===== config.mk =====
export PLATFORM = sky130hd
export DESIGN_NAME = wb_stage
export DESIGN_NICKNAME = d
export VERILOG_FILES = /design/src/rtl/wb_stage.sv
export SDC_FILE = /design/constraint.sdc
export NUM_CORES = 1
export LEC_CHECK = 0
export CAP_MARGIN = 30
export CELL_PAD_IN_SITES_DETAIL_PLACEMENT = 0
export CELL_PAD_IN_SITES_GLOBAL_PLACEMENT = 1
export CORE_ASPECT_RATIO = 1.2
export CORE_MARGIN = 2
export CORE_UTILIZATION = 37
export CTS_CLUSTER_DIAMETER = 100
export DETAILED_ROUTE_END_ITERATION = 8
export PLACE_DENSITY = 0.88
export SYNTH_ARGS = -nofsm -noshare
export SYNTH_HDL_FRONTEND = slang
export SYNTH_SLANG_ARGS = --single-unit
export TNS_END_PERCENT = 5

===== constraint.sdc =====
create_clock -name clk -period 4.5 [get_ports clk]
set_input_delay 0.45 -clock clk [delete_from_list [all_inputs] [get_ports clk]]
set_output_delay 0.45 -clock clk [all_outputs]
set_load 0.005 [all_outputs]

===== src/rtl/wb_stage.sv =====
// Writeback stage: captures one retiring instruction per handshake, extracts and
// extends load data, drives the register-file write port and forwarding bus,
// counts retired instructions and latches the halt condition.
module wb_stage #(
    parameter int unsigned CNT_W = 32
) (
    input  logic             clk,
    input  logic             rst,
    input  logic             in_valid,
    output logic             in_ready,
    input  logic             hold,
    input  logic             MemtoReg,
    input  logic             RegWr,
    input  logic [4:0]       Rd,
    input  logic [31:0]      ALUout,
    input  logic [2:0]       MemOp,
    input  logic [31:0]      Do,
    input  logic             done,
    input  logic [31:0]      PC,
    output logic             rf_we,
    output logic [4:0]       rf_waddr,
    output logic [31:0]      rf_wdata,
    output logic             fwd_valid,
    output logic [4:0]       fwd_rd,
    output logic [31:0]      fwd_data,
    output logic             retire_valid,
    output logic [31:0]      retire_pc,
    output logic             halted,
    output logic [CNT_W-1:0] instret
);

    logic             r_valid;
    logic             r_memtoreg;
    logic             r_regwr;
    logic [4:0]       r_rd;
    logic [31:0]      r_aluout;
    logic [1:0]       r_addr_lo;
    logic [2:0]       r_memop;
    logic [31:0]      r_do;
    logic             r_done;
    logic [31:0]      r_pc;
    logic             r_halted;
    logic [CNT_W-1:0] r_instret;

    logic             w_recv;
    logic [7:0]       w_byte;
    logic [15:0]      w_half;
    logic [31:0]      w_load;
    logic [31:0]      w_wdata;
    logic             w_we;

    // Acceptance: a retiring done-entry blocks intake in its own cycle so nothing
    // slips in behind the halting instruction.
    always_comb begin
        in_ready = rst & ~r_halted & ~hold & ~(r_valid & r_done);
        w_recv   = in_valid & in_ready;
    end

    // Capture the incoming instruction; each entry lives for exactly one cycle.
    always_ff @(posedge clk or negedge rst) begin
        if (!rst) begin
            r_valid    <= 1'b0;
            r_memtoreg <= 1'b0;
            r_regwr    <= 1'b0;
            r_rd       <= 5'd0;
            r_aluout   <= 32'd0;
            r_addr_lo  <= 2'd0;
            r_memop    <= 3'd0;
            r_do       <= 32'd0;
            r_done     <= 1'b0;
            r_pc       <= 32'd0;
        end else begin
            r_valid <= w_recv;
            if (w_recv) begin
                r_memtoreg <= MemtoReg;
                r_regwr    <= RegWr;
                r_rd       <= Rd;
                r_aluout   <= ALUout;
                r_addr_lo  <= ALUout[1:0];
                r_memop    <= MemOp;
                r_do       <= Do;
                r_done     <= done;
                r_pc       <= PC;
            end
        end
    end

    // Retire bookkeeping: count every presented entry, halt after a done-entry.
    always_ff @(posedge clk or negedge rst) begin
        if (!rst) begin
            r_halted  <= 1'b0;
            r_instret <= '0;
        end else begin
            if (r_valid) begin
                r_instret <= r_instret + CNT_W'(1);
            end
            if (r_valid && r_done) begin
                r_halted <= 1'b1;
            end
        end
    end

    // Load lane selection and sign/zero extension.
    always_comb begin
        case (r_addr_lo)
            2'd0:    w_byte = r_do[7:0];
            2'd1:    w_byte = r_do[15:8];
            2'd2:    w_byte = r_do[23:16];
            default: w_byte = r_do[31:24];
        endcase
        // addr_lo[0] is ignored for halfword accesses.
        w_half = r_addr_lo[1] ? r_do[31:16] : r_do[15:0];
        case (r_memop)
            3'b000:  w_load = {{24{w_byte[7]}}, w_byte};
            3'b001:  w_load = {{16{w_half[15]}}, w_half};
            3'b100:  w_load = {24'd0, w_byte};
            3'b101:  w_load = {16'd0, w_half};
            default: w_load = r_do;
        endcase
    end

    // Writeback port, forwarding bus and retire outputs.
    always_comb begin
        w_wdata      = r_memtoreg ? w_load : r_aluout;
        w_we         = r_valid & r_regwr & (r_rd != 5'd0);
        rf_we        = w_we;
        rf_waddr     = r_rd;
        rf_wdata     = w_wdata;
        fwd_valid    = w_we;
        fwd_rd       = r_rd;
        fwd_data     = w_wdata;
        retire_valid = r_valid;
        retire_pc    = r_pc;
        halted       = r_halted;
        instret      = r_instret;
    end

endmodule


==> metrics.txt <==
status=completed; WP data required=just over 4 ns; worst-path maximum fanout=20; unrepaired setup endpoints after global routing=no; Post-synth EDFFs=0; Die Span Y=151 um; Worst EP arrival=2.95 ns; Synth async-reset ratio=100%; Comb power frac=45.9%; fin crit share=75.6%; Syn Area/Cell=12.9 um2; layout cells sized above 1=23.8%; largest net degree at the start of global routing=72; Syn Inst Count=slightly above 500; Sw Ratio=29.9%; Max Clock Skew=0.00668 ns; Synth area leader=dfrtp_1; Ys Warns=0; stages on the worst setup path=6; fill count=between 1000 and 1500; CP Capture Type=output port; footprint of the multi-input gates=2660 um2; Final Hold Vio Count=0; clk_lat worst skew=roughly 0.42 ns; Pins Over Slew Limit=0; nets=about 840; ANT nets after route=0; Vias=a little under 5000; final core occ=between 50 and 60%; H-tree depth=4; post-route cell area=a little under 10000 um2; Max Cap Viol=0; Worst setup SP type=flop; cts bufs inserted=17; Initial Util=38.0%; initial antenna violation count=2; Root Buffer=clkbuf_16; worst reg-to-reg path cell count=5; commonest non-fill, non-tap cell in the layout=clkdlybuf4s50_1; Resized cells post-CTS=0; synthesis-to-finish area growth=45.9%; Seq pwr share=approximately a third; WL final=around 18000 um; Iter 0 DRT Violations=~210; TritonCTS clock tree=built; most frequent cells in the layout=clkdlybuf4s50_1, dfrtp_1, mux2_2; Final setup viols=0; IO Port Bufs=253; WS Path Type=reg2out; buffer and inverter count on the worst path=2; worst hold path class=in2async; WL/cell=18.5 um; Clock Path Buffers=2; Post-CTS Setup Inserts=0; final worst slack=1.10 ns; pwr/cell area=701 nW/um2; Top delay family on crit path=flip-flops; clock share of power=a little over a fifth; Reg area=3530 um2; drt via density=between 5 and 6; P_int=0.00479 W; RD Place Congestion=0.794; vias in the first global route=5163; mapped cell area=roughly 6700 um2; Main synth FF type=dfrtp_1; sequential element share of the synthesized area=52.8%; Synth area leaders=dfrtp_1, mux2_2, buf_4; setup slack after placement=1.51 ns; total die area=19100 um2; switching power=0.00204 W; Slew headroom=34.8%; grt ovf=0; placed inst area=9100 um2; actual slew at the worst max-slew pin=0.979 ns; drt first pass iters=4; fmax=294 MHz; critical-path cell list=mux4_2 -> nand2b_1 -> a211oi_2 -> buf_6 -> a221o_1 -> clkdlybuf4s50_1; LEAKAGE=a little over 4 nW; residual DRC count=0; slowest stage delay, CP=0.78 ns; CP max stage cell=dfrtp_1; maximum VDD drop=approximately 0.34 mV; setup TNS=0 ns; core area=17600 um2; minimum clock period after layout=3.40 ns; Die W=127 um; Yosys reg bits=about 140; Unique masters post-synth=44; Synth top area share=a little over half; GRT Total Usage=18.6%; Reg clk slew, reported paths=0.06 ns; syn nets=between 600 and 700; I/O pin count=254; row count=53; Sink Count=141; first-pass GRT wire length=27500 um; Hold Worst Slack=between 0.4 and 0.5 ns; hpwl dp=13200 um
power by group through the flow:
stage	Clock [W]	Combinational, W	Sequential, W
after floorplan	0	0.00171	0.00207
after global placement	0	0.00309	0.00220
after detailed placement	0	0.00316	0.00224
after CTS	0.00151	0.00318	0.00222
after global routing	0.00157	0.00334	0.00229
final	0.00147	0.00313	0.00222
Yosys cell counts (8+ instances only):
cell type,n
a221o_1,13
buf_4,38
xnor2_1,15
o21ai_0,8
nand2b_1,10
inv_1,14
mux2_2,122
buf_2,12
nand2_1,23
dfrtp_1,141
clkbuf_1,12
a21oi_1,11
xor2_1,16
per-stage QoR:
| stage | total power, W | cells |
|---|---|---|
| global placement | 0.00529 | 930 |
| detailed placement | 0.00539 | 931 |
| floorplan | 0.00378 | 519 |
| finish | 0.00683 | 966 |
| global route | 0.00721 | 966 |
| CTS | 0.00690 | 964 |
worst reg2reg max path, cell delays in order (launching register included):
cell     delay, ns
dfrtp_1       0.52
a21o_1        0.26
nor3b_2       0.27
nand2_4       0.54
buf_4         0.53
mux2_2        0.31
metal layers:
layer	global-route usage, %	share of wire, %
met5	0	0
met4	8.24	2.4
met3	5.12	6.4
met2	31.5	52
met1	22.0	39
repair_timing:
item | CTS | global route
hold endpoints to repair | 25 | 0
hold buffers | 1 | 0
endpoints found under the setup margin | 0 | 0
cell type report:
class	instances	area share [%]
flip-flops and latches	141	36.2
multi-input cells	297	27.3
repair buffers	260	26.6
clock buffers	23	5.11
well taps	220	2.83
clock inverters	9	1.35
inverters	14	0.539
diodes	2	0.0514
worst paths after layout:
kind | startpoint | slack (ns) | end
worst min-delay path | rst | 0.46 | r_aluout[3]$_DFFE_PN0P_
min in group clk | instret[31]$_DFFE_PN0P_ | 0.47 | instret[31]$_DFFE_PN0P_
worst min register to register | instret[31]$_DFFE_PN0P_ | 0.47 | instret[31]$_DFFE_PN0P_
max in group asynchronous | rst | 2.94 | r_do[0]$_DFFE_PN0P_
worst max register to register | retire_valid$_DFF_PN0_ | 1.96 | r_aluout[29]$_DFFE_PN0P_
worst max-delay path | r_aluout[1]$_DFFE_PN0P_ | 1.10 | fwd_data[25]
cells by family after synthesis:
group           Yosys count  share of synthesized area (%)
flops                   141                           52.8
mux                     123                           20.9
simple gates             86                           8.21
buf+inv                  81                           7.48
compound gates           56                           6.31
xor+xnor                 31                           4.07
fa+ha+maj                 1                          0.187
sequential cells by signal (all words and copies together), names as in the netlist, 3 cells and up:
name	count
r_memop	3
fwd_rd	5
retire_pc	32
instret	32
r_aluout	32
r_do	32
(Power assumes the default switching activity.)
